===== config.mk =====
export PLATFORM = sky130hd
export DESIGN_NAME = dma_fifo_addr_ctrl_flat
export DESIGN_NICKNAME = d
export VERILOG_FILES = /design/src/rtl/dma_fifo_addr_ctrl_if.sv /design/src/rtl/dma_fifo_addr_ctrl.sv /design/src/flat_wrapper.sv
export SDC_FILE = /design/constraint.sdc
export NUM_CORES = 1
export LEC_CHECK = 0
export BUFFER_PORTS_ARGS = -buffer_cell sky130_fd_sc_hd__buf_2
export CAP_MARGIN = 20
export CORE_MARGIN = 10
export CORE_UTILIZATION = 52
export DETAILED_ROUTE_END_ITERATION = 16
export PLACE_DENSITY = 0.76
export RECOVER_POWER = 100
export SETUP_SLACK_MARGIN = 0.4
export SLEW_MARGIN = 40
export SYNTH_ARGS = -nofsm -noshare
export SYNTH_HDL_FRONTEND = slang
export SYNTH_SLANG_ARGS = --single-unit

===== constraint.sdc =====
create_clock -name I_Clk -period 4.5 [get_ports I_Clk]
set_input_delay 1.125 -clock I_Clk [delete_from_list [all_inputs] [get_ports I_Clk]]
set_output_delay 1.125 -clock I_Clk [all_outputs]
set_load 0.05 [all_outputs]

===== src/rtl/dma_fifo_addr_ctrl_if.sv =====
// Command/status bundle between the DMA address controller and the MIG command FIFOs.
// The master side is the controller; the slave side is the environment.
interface dma_fifo_addr_ctrl_if #(
  parameter int unsigned ADDR_W = 28,
  parameter int unsigned CNT_W  = 5
);
  logic              I_calib_done;
  logic              I_wr_beat;
  logic              I_rd_start;
  logic              I_wr_cmd_full;
  logic              I_rd_cmd_full;
  logic              O_wr_cmd_wren;
  logic [2:0]        O_wr_cmd_wrcmd;
  logic [7:0]        O_wr_cmd_wrbl;
  logic [ADDR_W-1:0] O_wr_cmd_wraddr;
  logic              O_rd_cmd_wren;
  logic [2:0]        O_rd_cmd_wrcmd;
  logic [7:0]        O_rd_cmd_wrbl;
  logic [ADDR_W-1:0] O_rd_cmd_wraddr;
  logic [CNT_W-1:0]  O_burst_cnt;
  logic              O_overflow;

  modport master (
    input  I_calib_done, I_wr_beat, I_rd_start, I_wr_cmd_full, I_rd_cmd_full,
    output O_wr_cmd_wren, O_wr_cmd_wrcmd, O_wr_cmd_wrbl, O_wr_cmd_wraddr,
    output O_rd_cmd_wren, O_rd_cmd_wrcmd, O_rd_cmd_wrbl, O_rd_cmd_wraddr,
    output O_burst_cnt, O_overflow
  );

  modport slave (
    output I_calib_done, I_wr_beat, I_rd_start, I_wr_cmd_full, I_rd_cmd_full,
    input  O_wr_cmd_wren, O_wr_cmd_wrcmd, O_wr_cmd_wrbl, O_wr_cmd_wraddr,
    input  O_rd_cmd_wren, O_rd_cmd_wrcmd, O_rd_cmd_wrbl, O_rd_cmd_wraddr,
    input  O_burst_cnt, O_overflow
  );
endinterface


===== src/rtl/dma_fifo_addr_ctrl.sv =====
// DDR3 DMA command/address generator: one write command per completed burst of beats,
// one read command per request, over a ring of NUM_BURST bursts.
module dma_fifo_addr_ctrl #(
  parameter int unsigned       ADDR_W    = 28,
  parameter int unsigned       BL        = 64,
  parameter int unsigned       ADDR_STEP = 8,
  parameter logic [ADDR_W-1:0] BASE_ADDR = '0,
  parameter int unsigned       NUM_BURST = 16
) (
  input logic                  I_Clk,
  input logic                  I_Rst,
  dma_fifo_addr_ctrl_if.master bus
);

    localparam int unsigned CNT_W  = $clog2(NUM_BURST) + 1;
    localparam int unsigned BEAT_W = (BL > 1) ? $clog2(BL) : 1;
    localparam logic [ADDR_W:0] STEP     = (ADDR_W+1)'(BL * ADDR_STEP);
    localparam logic [ADDR_W:0] RING_END = {1'b0, BASE_ADDR} + (ADDR_W+1)'(NUM_BURST * BL * ADDR_STEP);

    logic [BEAT_W-1:0] beat_cnt_q, beat_cnt_d;
    logic [7:0]        wr_pend_q, wr_pend_d;
    logic [3:0]        rd_pend_q, rd_pend_d;
    logic [ADDR_W-1:0] wr_ptr_q, wr_ptr_d, rd_ptr_q, rd_ptr_d;
    logic [ADDR_W-1:0] wr_addr_q, wr_addr_d, rd_addr_q, rd_addr_d;
    logic [CNT_W-1:0]  burst_cnt_q, burst_cnt_d;
    logic              overflow_q, overflow_d;
    logic              wr_wren_q, wr_wren_d, rd_wren_q, rd_wren_d;
    logic              beat_last, wr_issue, rd_issue, overwrite;

    function automatic logic [ADDR_W-1:0] ptr_inc(input logic [ADDR_W-1:0] p);
        logic [ADDR_W:0] s;
        s = {1'b0, p} + STEP;
        return (s >= RING_END) ? BASE_ADDR : s[ADDR_W-1:0];
    endfunction

    always_comb begin
        beat_last = bus.I_wr_beat && (beat_cnt_q == BEAT_W'(BL - 1));
        wr_issue  = (wr_pend_q != '0) && bus.I_calib_done && !bus.I_wr_cmd_full;
        rd_issue  = (rd_pend_q != '0) && (burst_cnt_q != '0) && bus.I_calib_done && !bus.I_rd_cmd_full;
        overwrite = wr_issue && (burst_cnt_q == CNT_W'(NUM_BURST));

        beat_cnt_d = beat_cnt_q;
        if (bus.I_wr_beat) beat_cnt_d = beat_last ? '0 : beat_cnt_q + 1'b1;

        wr_pend_d = wr_pend_q;
        unique case ({beat_last, wr_issue})
            2'b10:   if (wr_pend_q != '1) wr_pend_d = wr_pend_q + 1'b1;
            2'b01:   wr_pend_d = wr_pend_q - 1'b1;
            default: wr_pend_d = wr_pend_q;
        endcase

        rd_pend_d = rd_pend_q;
        unique case ({bus.I_rd_start, rd_issue})
            2'b10:   if (rd_pend_q != '1) rd_pend_d = rd_pend_q + 1'b1;
            2'b01:   rd_pend_d = rd_pend_q - 1'b1;
            default: rd_pend_d = rd_pend_q;
        endcase

        // An overwrite of the oldest burst retires it, so the read pointer skips past it
        // on top of any read issued in the same cycle.
        wr_ptr_d = wr_issue ? ptr_inc(wr_ptr_q) : wr_ptr_q;
        rd_ptr_d = rd_ptr_q;
        if (rd_issue)  rd_ptr_d = ptr_inc(rd_ptr_d);
        if (overwrite) rd_ptr_d = ptr_inc(rd_ptr_d);

        burst_cnt_d = burst_cnt_q;
        if (wr_issue && !overwrite) burst_cnt_d = burst_cnt_d + 1'b1;
        if (rd_issue)               burst_cnt_d = burst_cnt_d - 1'b1;

        overflow_d = overflow_q | overwrite;
        wr_wren_d  = wr_issue;
        rd_wren_d  = rd_issue;
        wr_addr_d  = wr_issue ? wr_ptr_q : wr_addr_q;
        rd_addr_d  = rd_issue ? rd_ptr_q : rd_addr_q;
    end

    always_ff @(posedge I_Clk or posedge I_Rst) begin
        if (I_Rst) begin
            beat_cnt_q  <= '0;
            wr_pend_q   <= '0;
            rd_pend_q   <= '0;
            wr_ptr_q    <= BASE_ADDR;
            rd_ptr_q    <= BASE_ADDR;
            wr_addr_q   <= BASE_ADDR;
            rd_addr_q   <= BASE_ADDR;
            burst_cnt_q <= '0;
            overflow_q  <= 1'b0;
            wr_wren_q   <= 1'b0;
            rd_wren_q   <= 1'b0;
        end else begin
            beat_cnt_q  <= beat_cnt_d;
            wr_pend_q   <= wr_pend_d;
            rd_pend_q   <= rd_pend_d;
            wr_ptr_q    <= wr_ptr_d;
            rd_ptr_q    <= rd_ptr_d;
            wr_addr_q   <= wr_addr_d;
            rd_addr_q   <= rd_addr_d;
            burst_cnt_q <= burst_cnt_d;
            overflow_q  <= overflow_d;
            wr_wren_q   <= wr_wren_d;
            rd_wren_q   <= rd_wren_d;
        end
    end

    assign bus.O_wr_cmd_wren   = wr_wren_q;
    assign bus.O_wr_cmd_wrcmd  = 3'b000;
    assign bus.O_wr_cmd_wrbl   = 8'(BL);
    assign bus.O_wr_cmd_wraddr = wr_addr_q;
    assign bus.O_rd_cmd_wren   = rd_wren_q;
    assign bus.O_rd_cmd_wrcmd  = 3'b001;
    assign bus.O_rd_cmd_wrbl   = 8'(BL);
    assign bus.O_rd_cmd_wraddr = rd_addr_q;
    assign bus.O_burst_cnt     = burst_cnt_q;
    assign bus.O_overflow      = overflow_q;

endmodule


===== src/flat_wrapper.sv =====
// flat-port wrapper written by rule: the top's interface ports become plain ports
module dma_fifo_addr_ctrl_flat 
#(
  parameter int unsigned       ADDR_W    = 28,
  parameter int unsigned       BL        = 64,
  parameter int unsigned       ADDR_STEP = 8,
  parameter logic [ADDR_W-1:0] BASE_ADDR = '0,
  parameter int unsigned       NUM_BURST = 16
)
  (I_Clk, I_Rst, bus_I_calib_done, bus_I_wr_beat, bus_I_rd_start, bus_I_wr_cmd_full, bus_I_rd_cmd_full, bus_O_wr_cmd_wren, bus_O_wr_cmd_wrcmd, bus_O_wr_cmd_wrbl, bus_O_wr_cmd_wraddr, bus_O_rd_cmd_wren, bus_O_rd_cmd_wrcmd, bus_O_rd_cmd_wrbl, bus_O_rd_cmd_wraddr, bus_O_burst_cnt, bus_O_overflow);
  dma_fifo_addr_ctrl_if #(.ADDR_W(ADDR_W), .CNT_W(5)) bus_i ();
  input logic I_Clk;
  input logic I_Rst;
  input wire logic [$bits(bus_i.I_calib_done)-1:0] bus_I_calib_done;
  input wire logic [$bits(bus_i.I_wr_beat)-1:0] bus_I_wr_beat;
  input wire logic [$bits(bus_i.I_rd_start)-1:0] bus_I_rd_start;
  input wire logic [$bits(bus_i.I_wr_cmd_full)-1:0] bus_I_wr_cmd_full;
  input wire logic [$bits(bus_i.I_rd_cmd_full)-1:0] bus_I_rd_cmd_full;
  output wire logic [$bits(bus_i.O_wr_cmd_wren)-1:0] bus_O_wr_cmd_wren;
  output wire logic [$bits(bus_i.O_wr_cmd_wrcmd)-1:0] bus_O_wr_cmd_wrcmd;
  output wire logic [$bits(bus_i.O_wr_cmd_wrbl)-1:0] bus_O_wr_cmd_wrbl;
  output wire logic [$bits(bus_i.O_wr_cmd_wraddr)-1:0] bus_O_wr_cmd_wraddr;
  output wire logic [$bits(bus_i.O_rd_cmd_wren)-1:0] bus_O_rd_cmd_wren;
  output wire logic [$bits(bus_i.O_rd_cmd_wrcmd)-1:0] bus_O_rd_cmd_wrcmd;
  output wire logic [$bits(bus_i.O_rd_cmd_wrbl)-1:0] bus_O_rd_cmd_wrbl;
  output wire logic [$bits(bus_i.O_rd_cmd_wraddr)-1:0] bus_O_rd_cmd_wraddr;
  output wire logic [$bits(bus_i.O_burst_cnt)-1:0] bus_O_burst_cnt;
  output wire logic [$bits(bus_i.O_overflow)-1:0] bus_O_overflow;
  assign bus_i.I_calib_done = bus_I_calib_done;
  assign bus_i.I_wr_beat = bus_I_wr_beat;
  assign bus_i.I_rd_start = bus_I_rd_start;
  assign bus_i.I_wr_cmd_full = bus_I_wr_cmd_full;
  assign bus_i.I_rd_cmd_full = bus_I_rd_cmd_full;
  assign bus_O_wr_cmd_wren = bus_i.O_wr_cmd_wren;
  assign bus_O_wr_cmd_wrcmd = bus_i.O_wr_cmd_wrcmd;
  assign bus_O_wr_cmd_wrbl = bus_i.O_wr_cmd_wrbl;
  assign bus_O_wr_cmd_wraddr = bus_i.O_wr_cmd_wraddr;
  assign bus_O_rd_cmd_wren = bus_i.O_rd_cmd_wren;
  assign bus_O_rd_cmd_wrcmd = bus_i.O_rd_cmd_wrcmd;
  assign bus_O_rd_cmd_wrbl = bus_i.O_rd_cmd_wrbl;
  assign bus_O_rd_cmd_wraddr = bus_i.O_rd_cmd_wraddr;
  assign bus_O_burst_cnt = bus_i.O_burst_cnt;
  assign bus_O_overflow = bus_i.O_overflow;
  dma_fifo_addr_ctrl #(.ADDR_W(ADDR_W), .BL(BL), .ADDR_STEP(ADDR_STEP), .BASE_ADDR(BASE_ADDR), .NUM_BURST(NUM_BURST)) u_core (.I_Clk(I_Clk), .I_Rst(I_Rst), .bus(bus_i));
endmodule

==> results.yml, run 1 <==
run_status:
  status: "complete, but fails checks"
  violations: "capacitance limit, slew limit"
sta:
  hold_viol: 0
  fmax_mhz: 243.3
  setup_violations: 0
  finalWorstSetupSlack_ps: 390.4
  post-route-period-util: 0.9132
  skew_ps: 7.743
  timing.setup.tns_ps: 0
  finalMaxSlewViolations: 79
  slew_headroom: -0.2145
  tightest_slew_ps: 1822
  period_minus_slack_ps: 4110
  rsz0062_at_grt: "true"
floorplanning:
  initial_core_util: 0.5281
  die_height_um: 133.0
  pin_count: 93
  fp.dieW_um: 133.0
  rows: 41
  coreArea_um2: 12570
  dieArea_um2: 17680
clock_tree:
  clk_pin_slew_worst_paths_ps: 50
  cts_tree: "built"
  clk_path_buf_depth: 2
  cts_sinks: 120
  cts_max_level: 4
  clk_latency_ps: 420
  cts_buffers: 17
  cts_root_buf: "clkbuf_16"
  cts_hold_buf: 0
placement:
  port_buffers: 61
  place_ws_ps: 131.6
  place.gp.congestion: 0.9407
  placed_cell_area_um2: 7028
  place_hpwl_mm: 10.87
hold_path:
  min-delay-start: "u_core.bus.O_overflow$_DFF_PP0_"
  min_path_type: "flop to flop"
global_routing:
  grt_pass1_vias: 5306
  top_usage_layer: "met2"
  use_met2: 0.3008
  grt_pass1_wl_mm: 25.83
  grt_max_degree: 79
  met1_usage: 0.1969
  antenna_found_initial: 0
  grt_overflow: 0
  grtUsageTotal: 0.1754
  use_met3: 0.06321
route:
  vias_per_cell: 5.546
  route.detailed.wl_per_inst_um: 16.86
  dr.pass1.iters: 4
  antenna_left: 0
  drt_iter0_markers: 233
  vias: 5213
  wl_mm: 15.85
  drc: 0
logic_synthesis:
  synth_edf_count: 0
  seq_area_frac_synth: 0.4524
  synth_seq_cells: 120
  synthCells: 685
  yosysUniqueCellTypes: 71
  synth-main-ff-cell: "dfrtp_1"
  syn_avg_cell_area_um2: 9.690
  yosysWarnings: 0
  synthesis.area_um2: 6638
  async_flop_share: 1.000
critical_path:
  path_class: "flop to flop"
  cp-startpoint: "u_core.rd_ptr_q[10]$_DFF_PP0_"
  r2r-start: "u_core.rd_ptr_q[10]$_DFF_PP0_"
  cp-start-kind: "flop"
  critPathMaxFanout: 6
  cp.required_ps: 4820
  arrival_ps: 4430
  worstSetupEndpointType: "flop"
final_layout:
  antenna_cells: 0
  seq_area_um2: 3010
  most-common-layout-cells: "nand2_1 (123), dfrtp_1 (114), clkbuf_1 (58), conb_1 (31), buf_4 (30)"
  n_fill_cell: 1065
  final_common_cell: "nand2_1"
  area_delta_synth_final_pct: 16.95
  nNetsFinal: 780
  design_area_um2: 7762
  multiInputGateArea_um2: 3328
  drive_above_1_share: 0.1810
power:
  p_leak_uw: 0.003649
  powerDensity_nw_per_um2: 514.9
  ir_drop_uv: 327.1
  finalPower_uw: 3997
flow_run:
  max_cap_viol_count: 1
[metrics by stage]
step             util  hold slack (ps)  instances
6_report       0.6176            468.1        940
5_1_grt        0.6176            493.8        940
4_1_cts        0.6104            472.4        924
3_5_place_dp   0.5592            455.6        889
3_3_place_gp   0.5576            450.5        888
2_1_floorplan       -            447.7        714
[area by class of cell]
| class | count | area share |
|---|---|---|
| Multi-Input combinational cell | 498 | 0.4288 |
| Sequential cell | 120 | 0.3878 |
| Timing Repair Buffer | 96 | 0.06770 |
| Clock buffer | 21 | 0.06061 |
| Tap cell | 172 | 0.02772 |
| Clock inverter | 10 | 0.01564 |
| Inverter | 23 | 0.01177 |
[routing by layer]
| metal | share of wire | wire [um] | vias up |
|---|---|---|---|
| li1 | - | - | 2493 |
| met3 | 0.058 | 917 | 22 |
| met4 | 0.016 | 261 | 0 |
| met1 | 0.40 | 6417 | 2554 |
| met5 | 0 | 0 | - |
| met2 | 0.52 | 8253 | 144 |
[synthesized netlist by cell type (all sizes together) (4+ instances only)]
cell type	n	area, um2
clkbuf	24	90.09
nor3b	4	35.03
a211oi	4	35.03
or2	4	25.02
inv	23	86.33
nor4	12	90.09
nand3	29	150.1
nand4	23	158.9
o22ai	7	43.79
mux2	21	236.5
o31ai	15	171.4
buf	49	345.3
a41oi	4	42.55
nor3	14	70.07
mux2i	12	120.1
nor2	17	66.32
a211o	4	35.03
and2	7	43.79
xnor2	18	157.7
o21ai	18	90.09
nand2b	5	31.28
a21o	5	37.54
xor2	12	105.1
nor2b	18	112.6
nand2	123	461.7
and3	20	135.1
dfrtp	120	3003
ha	15	187.7
a21oi	12	60.06
[worst max-delay path: stages (launching register included)]
cell,delay (ps)
dfrtp_2,410
ha_4,170
nand4_1,210
buf_4,220
or4_1,480
a32oi_2,190
a211oi_2,80
nand3_1,130
o31ai_2,70
buf_4,140
ha_4,180
nand4b_1,160
mux2_2,280
o22ai_1,130
o22a_1,170
o211ai_1,90
mux2i_1,140
nand3_1,280
buf_12,260
o31ai_1,210
[report_power, final]
group	total, uW	internal, uW	switching (uW)
logic	1230	430	804
registers	1430	1250	180
clock network	1340	855	481
total	4000	2530	1470
[timing repair]
action / CTS / global route
endpoints found under the hold margin: 0 / 0
cloned: 0 / 1
resized for setup: 5 / 13
pin swaps: 3 / 11
endpoints found under the setup margin: 13 / 13
setup buffers: 4 / 15
[cells by family (layout without fill, tap and decap cells)]
| family | after synthesis | in the layout | share of synthesized area |
|---|---|---|---|
| mux | 33 | 33 | 0.05372 |
| buf+inv | 96 | 150 | 0.07860 |
| flops | 120 | 120 | 0.4524 |
| fa+ha+maj | 17 | 17 | 0.03431 |
| xor+xnor | 30 | 30 | 0.03958 |
| compound gates | 96 | 96 | 0.1129 |
| other cells | 2 | 31 | 0.001131 |
| simple gates | 291 | 291 | 0.2273 |
[flip-flops by register name (all words and copies together), names as in the netlist]
signal                      flops
u_core.bus.O_wr_cmd_wren        1
u_core.rd_pend_q                4
u_core.rd_ptr_q                28
u_core.bus.O_overflow           1
u_core.bus.O_rd_cmd_wraddr     28
u_core.bus.O_wr_cmd_wraddr     19
u_core.wr_pend_q                8
u_core.bus.O_rd_cmd_wren        1
u_core.wr_ptr_q                19
u_core.bus.O_burst_cnt          5
u_core.beat_cnt_q               6
[worst paths after layout]
check | to | slack, ps | depth (start not counted)
worst max-delay path | u_core.rd_ptr_q[1]$_DFF_PP0_ | 390 | 19
min in group asynchronous | u_core.beat_cnt_q[2]$_DFFE_PP0P_ | 790 | 2
worst max register to register | u_core.rd_ptr_q[1]$_DFF_PP0_ | 390 | 19
max in group asynchronous | u_core.rd_ptr_q[11]$_DFF_PP0_ | 1400 | 3
worst min-delay path | u_core.bus.O_overflow$_DFF_PP0_ | 470 | 1
worst min register to register | u_core.bus.O_overflow$_DFF_PP0_ | 470 | 1
Power figures use the tool's default switching activity.
==> inputs of run 2 (changes only) <==
==> constraint.sdc (replaced) <==
create_clock -name I_Clk -period 4.5 [get_ports I_Clk]
set_input_delay 1.125 -clock I_Clk [delete_from_list [all_inputs] [get_ports I_Clk]]
set_output_delay 1.125 -clock I_Clk [all_outputs]
set_load 0.005 [all_outputs]
==> results.yml, run 2 (same netlist as run 1, synthesis figures left out) <==
final_layout:
  drive_above_1_share: 0.1914
  most-common-layout-cells: "nand2_1 (123), dfrtp_1 (114), clkbuf_1 (50), conb_1 (31), buf_4 (30)"
  multiInputGateArea_um2: 3328
  seq_area_um2: 3010
  final_common_cell: "nand2_1"
  nNetsFinal: 780
  area_delta_synth_final_pct: 17.10
  final_cells: 940
  antenna_cells: 0
  design_area_um2: 7772
  n_fill_cell: 1063
clock_tree:
  cts_max_level: 4
  cts_sinks: 120
  cts_buffers: 17
  clk_latency_ps: 420
  cts_tree: "built"
  clk_path_buf_depth: 2
  clk_pin_slew_worst_paths_ps: 50
  cts_root_buf: "clkbuf_16"
  cts_hold_buf: 0
sta:
  rsz0062_at_grt: "true"
  timing.setup.tns_ps: 0
  period_minus_slack_ps: 4110
  post-route-period-util: 0.9133
  fmax_mhz: 243.3
  slew_headroom: -0.2186
  tightest_slew_ps: 1828
  setup_violations: 0
  skew_ps: 7.240
  finalMaxSlewViolations: 79
  hold_viol: 0
critical_path:
  r2r-start: "u_core.rd_ptr_q[10]$_DFF_PP0_"
  cp.required_ps: 4820
  worstSetupEndpointType: "flop"
  arrival_ps: 4430
  critPathMaxFanout: 6
  path_class: "flop to flop"
  critPathCapture: "u_core.rd_ptr_q[1]$_DFF_PP0_"
  r2r-end: "u_core.rd_ptr_q[1]$_DFF_PP0_"
  cp-startpoint: "u_core.rd_ptr_q[10]$_DFF_PP0_"
  reg2reg_depth: 19
  r2r_setup_slack_ps: 390
  cp-start-kind: "flop"
power:
  p_leak_uw: 0.003682
  sw_frac_of_total: 0.3214
  p_seq_frac: 0.382
  p_clk_frac: 0.358
  ir_drop_uv: 326.9
  powerDensity_nw_per_um2: 480.6
  switchingPower_uw: 1201
  p_comb_frac: 0.260
  intPower_uw: 2535
route:
  route.detailed.wl_per_inst_um: 16.87
  vias_per_cell: 5.543
  antenna_left: 0
  drc: 0
  drt_iter0_markers: 227
  wl_mm: 15.86
  vias: 5210
  dr.pass1.iters: 5
global_routing:
  grt_pass1_vias: 5306
  antenna_found_initial: 0
  grt_pass1_wl_mm: 25.83
  grt_overflow: 0
  grt_max_degree: 79
  grtUsageTotal: 0.1754
hold_path:
  min_path_type: "flop to flop"
placement:
  placedCellCount: 889
  port_buffers: 61
  place.gp.congestion: 0.9407
  placed_cell_area_um2: 7028
  place_hpwl_mm: 10.87
floorplanning:
  initial_core_util: 0.5281
  pin_count: 93
  fp.dieW_um: 133.0
  dieArea_um2: 17680
  die_height_um: 133.0
  coreArea_um2: 12570
  rows: 41
run_status:
  violations: "capacitance limit, slew limit"
  status: "complete, but fails checks"
flow_run:
  max_cap_viol_count: 1
run 2: cell types whose count changed in the layout (fill, tap and decap cells not counted):
cell,delta
buf_2,+8
clkbuf_1,-8
run 2: metal layers:
layer | vias to the layer above | GRT usage | part of all wire | wire length, um
li1 | 2493 | - | - | -
met1 | 2545 | 0.1969 | 0.41 | 6453
met2 | 145 | 0.3008 | 0.52 | 8203
met3 | 27 | 0.06321 | 0.058 | 915
met4 | 0 | 0.05990 | 0.018 | 289
met5 | - | 0 | 0 | 0
run 2: power by group through the flow:
stage | combinational [uW] | clock (uW) | sequential [uW]
after detailed placement | 911 | 0 | 1430
after global placement | 858 | 0 | 1420
after floorplan | 707 | 0 | 1400
final | 973 | 1340 | 1430
after global routing | 1100 | 1410 | 1450
after CTS | 927 | 1360 | 1420
run 2: critical path, stage by stage, from the launching register on:
cell	delay (ps)
dfrtp_2	410
ha_4	170
nand4_1	210
buf_4	220
or4_1	480
a32oi_2	190
a211oi_2	80
nand3_1	130
o31ai_2	70
buf_4	140
ha_4	180
nand4b_1	160
mux2_2	280
o22ai_1	130
o22a_1	170
o211ai_1	90
mux2i_1	140
nand3_1	280
buf_12	260
o31ai_1	210
run 2: cell type report:
cell class / instances / area share
multi-input cells: 498 / 0.4282
flip-flops and latches: 120 / 0.3873
repair buffers: 96 / 0.06890
clock buffers: 21 / 0.06053
well taps: 172 / 0.02769
clock inverters: 10 / 0.01561
inverters: 23 / 0.01175
run 2: timing repair:
item | in CTS | in global routing
resized for setup | 5 | 13
setup buffers | 4 | 15
gates cloned | 0 | 1
endpoints found under the setup margin | 13 | 13
pin swaps | 3 | 11
run 2: stage by stage:
stage / setup WS [ps] / hold WS [ps] / power, uW / utilization
6_report: 390.3 / 463.4 / 3736 / 0.6184
3_5_place_dp: 131.6 / 455.6 / 2346 / 0.5592
5_1_grt: 133.0 / 491.7 / 3952 / 0.6184
2_1_floorplan: 356.8 / 447.7 / 2107 / -
4_1_cts: 410.5 / 472.4 / 3707 / 0.6104
3_3_place_gp: 232.9 / 450.5 / 2280 / 0.5576
run 2: how the worst min path moves through the flow:
stage	depth (start not counted)	end	slack, ps	startpoint
floorplan	1	u_core.beat_cnt_q[5]$_DFFE_PP0P_	450	u_core.beat_cnt_q[5]$_DFFE_PP0P_
global placement	1	u_core.bus.O_overflow$_DFF_PP0_	450	u_core.bus.O_overflow$_DFF_PP0_
detailed placement	1	u_core.bus.O_overflow$_DFF_PP0_	460	u_core.bus.O_overflow$_DFF_PP0_
CTS	1	u_core.bus.O_overflow$_DFF_PP0_	470	u_core.bus.O_overflow$_DFF_PP0_
global route	1	u_core.bus.O_overflow$_DFF_PP0_	490	u_core.bus.O_overflow$_DFF_PP0_
finish	1	u_core.bus.O_overflow$_DFF_PP0_	460	u_core.bus.O_overflow$_DFF_PP0_
==> inputs of run 3 (changes only) <==
--- a/config.mk
+++ b/config.mk
@@ -9,7 +9,9 @@
 export CAP_MARGIN = 20
 export CORE_MARGIN = 10
 export CORE_UTILIZATION = 52
+export CTS_CLUSTER_SIZE = 12
 export DETAILED_ROUTE_END_ITERATION = 16
+export MAX_ROUTING_LAYER = met4
 export PLACE_DENSITY = 0.76
 export RECOVER_POWER = 100
 export SETUP_SLACK_MARGIN = 0.4
==> results.yml, run 3 (same netlist as run 1, synthesis figures left out) <==
run_status:
  status: "completed"
critical_path:
  worstSetupEndpointType: "flop"
  r2r-start: "u_core.rd_ptr_q[9]$_DFF_PP0_"
  critPathMaxFanout: 6
  cp_slowest_stage_delay_ps: 430
  arrival_ps: 4390
  cp_top_family: "simple AND/OR/NAND/NOR gates"
  cp.required_ps: 4820
  path_buf_inv: 3
  cp-startpoint: "u_core.rd_ptr_q[9]$_DFF_PP0_"
  cp-start-kind: "flop"
  cp_cell_sequence: "ha_4 > nand4_1 > buf_6 > nor4_4 > xor2_1 > nor3b_2 > nand4_1 > o21ai_2 > ha_4 > inv_4 > a211o_1 > nor4b_1 > o22a_1 > o211ai_1 > mux2i_1 > nand3_2 > buf_6 > o31ai_4"
  slowest_stage: "dfrtp_2"
  path_class: "flop to flop"
global_routing:
  grt_overflow: 0
  grtUsageTotal: 0.1813
  grt_pass1_vias: 5144
  antenna_found_initial: 0
  grt_max_degree: 77
  grt_pass1_wl_mm: 25.72
route:
  vias: 5249
  antenna_left: 0
  vias_per_cell: 5.590
  wl_mm: 15.57
  route.detailed.wl_per_inst_um: 16.58
  dr.pass1.iters: 5
  drt_iter0_markers: 393
  drc: 0
placement:
  place_ws_ps: 113.5
  port_buffers: 61
  place.gp.congestion: 0.9197
  place_hpwl_mm: 10.66
sta:
  setup_violations: 0
  tightest_slew_ps: 1396
  rsz0062_at_grt: "true"
  skew_ps: 9.165
  hold_viol: 0
  fmax_mhz: 246.0
  period_minus_slack_ps: 4065
  finalMaxSlewViolations: 0
  timing.setup.tns_ps: 0
  finalWorstSetupSlack_ps: 435.3
  slew_headroom: 0.06929
  post-route-period-util: 0.9033
floorplanning:
  rows: 41
  die_height_um: 133.0
  initial_core_util: 0.5281
  coreArea_um2: 12570
  pin_count: 93
  fp.dieW_um: 133.0
  dieArea_um2: 17680
final_layout:
  n_fill_cell: 1062
  antenna_cells: 0
  nNetsFinal: 778
  most-common-layout-cells: "nand2_1 (123), dfrtp_1 (114), clkbuf_1 (51), conb_1 (31)"
  final_common_cell: "nand2_1"
  finalCoreUtilization: 0.6169
  area_delta_synth_final_pct: 16.81
  drive_above_1_share: 0.1904
power:
  ir_drop_uv: 413.9
  powerDensity_nw_per_um2: 479.3
  p_leak_uw: 0.003690
clock_tree:
  cts_max_level: 4
  clk_latency_ps: 430
  cts_root_buf: "clkbuf_16"
  cts_sinks: 120
  clk_pin_slew_worst_paths_ps: 60
  clk_path_buf_depth: 2
  cts_buffers: 17
  cts_tree: "built"
flow_run:
  max_cap_viol_count: 0
hold_path:
  min-delay-start: "u_core.bus.O_overflow$_DFF_PP0_"
  min_path_type: "flop to flop"
==> run 3: cell types whose count changed in the layout (fill, tap and decap cells not counted), moves of 2 or more <==
cell and delta:
buf_4 -3, clkbuf_8 -2, nand3_1 -2, nand3_2 +2, nor4_4 +2
==> run 3: metal layers <==
metal,up-vias,track usage,wire length (um)
li1,2499,-,-
met3,34,0.06018,889
met4,0,0.06785,345
met2,171,0.2894,7770
met5,-,-,0
met1,2545,0.2082,6565
==> run 3: stage by stage <==
step	hold WS (ps)	std cells	total power, uW	instance area [um2]
6_report	462.6	939	3716	7754
5_1_grt	484.2	939	3930	7754
4_1_cts	467.6	928	3705	7685
3_5_place_dp	453.2	889	2352	7028
3_3_place_gp	454.4	888	2278	7008
2_1_floorplan	447.7	714	2107	6802
==> run 3: final timing paths <==
path                            slack (ps)                               to  depth (start not counted)
min in group asynchronous              840  u_core.wr_pend_q[3]$_DFFE_PP0P_                          2
worst min-delay path                   460  u_core.bus.O_overflow$_DFF_PP0_                          1
worst min register to register         460  u_core.bus.O_overflow$_DFF_PP0_                          1
max in group asynchronous              940    u_core.rd_ptr_q[10]$_DFF_PP0_                          4
worst max-delay path                   440    u_core.rd_ptr_q[10]$_DFF_PP0_                         18
worst max register to register         440    u_core.rd_ptr_q[10]$_DFF_PP0_                         18
==> run 3: area by class of cell <==
cell class | count | area, um2 | area share
clock buffer | 18 | 439.2 | 0.05664
multi-input combinational | 498 | 3342 | 0.4310
clock inverter | 14 | 151.4 | 0.01953
sequential | 120 | 3010 | 0.3883
inverter | 23 | 91.34 | 0.01178
tap | 172 | 215.2 | 0.02776
timing repair buffer | 94 | 504.2 | 0.06503
==> run 3: where the power goes <==
| group | internal [uW] | switching, uW | leakage (uW) |
|---|---|---|---|
| clock network | 829 | 508 | 0.000275 |
| registers | 1250 | 188 | 0.00159 |
| logic | 414 | 531 | 0.00183 |
==> run 3: repair_timing <==
action | in CTS | in global routing
setup buffers | 7 | 11
setup endpoints to repair | 13 | 13
gates resized for setup | 6 | 16
pin swaps | 6 | 10
gates cloned | 0 | 0
endpoints found under the hold margin | 0 | 0
hold buffers | 0 | 0
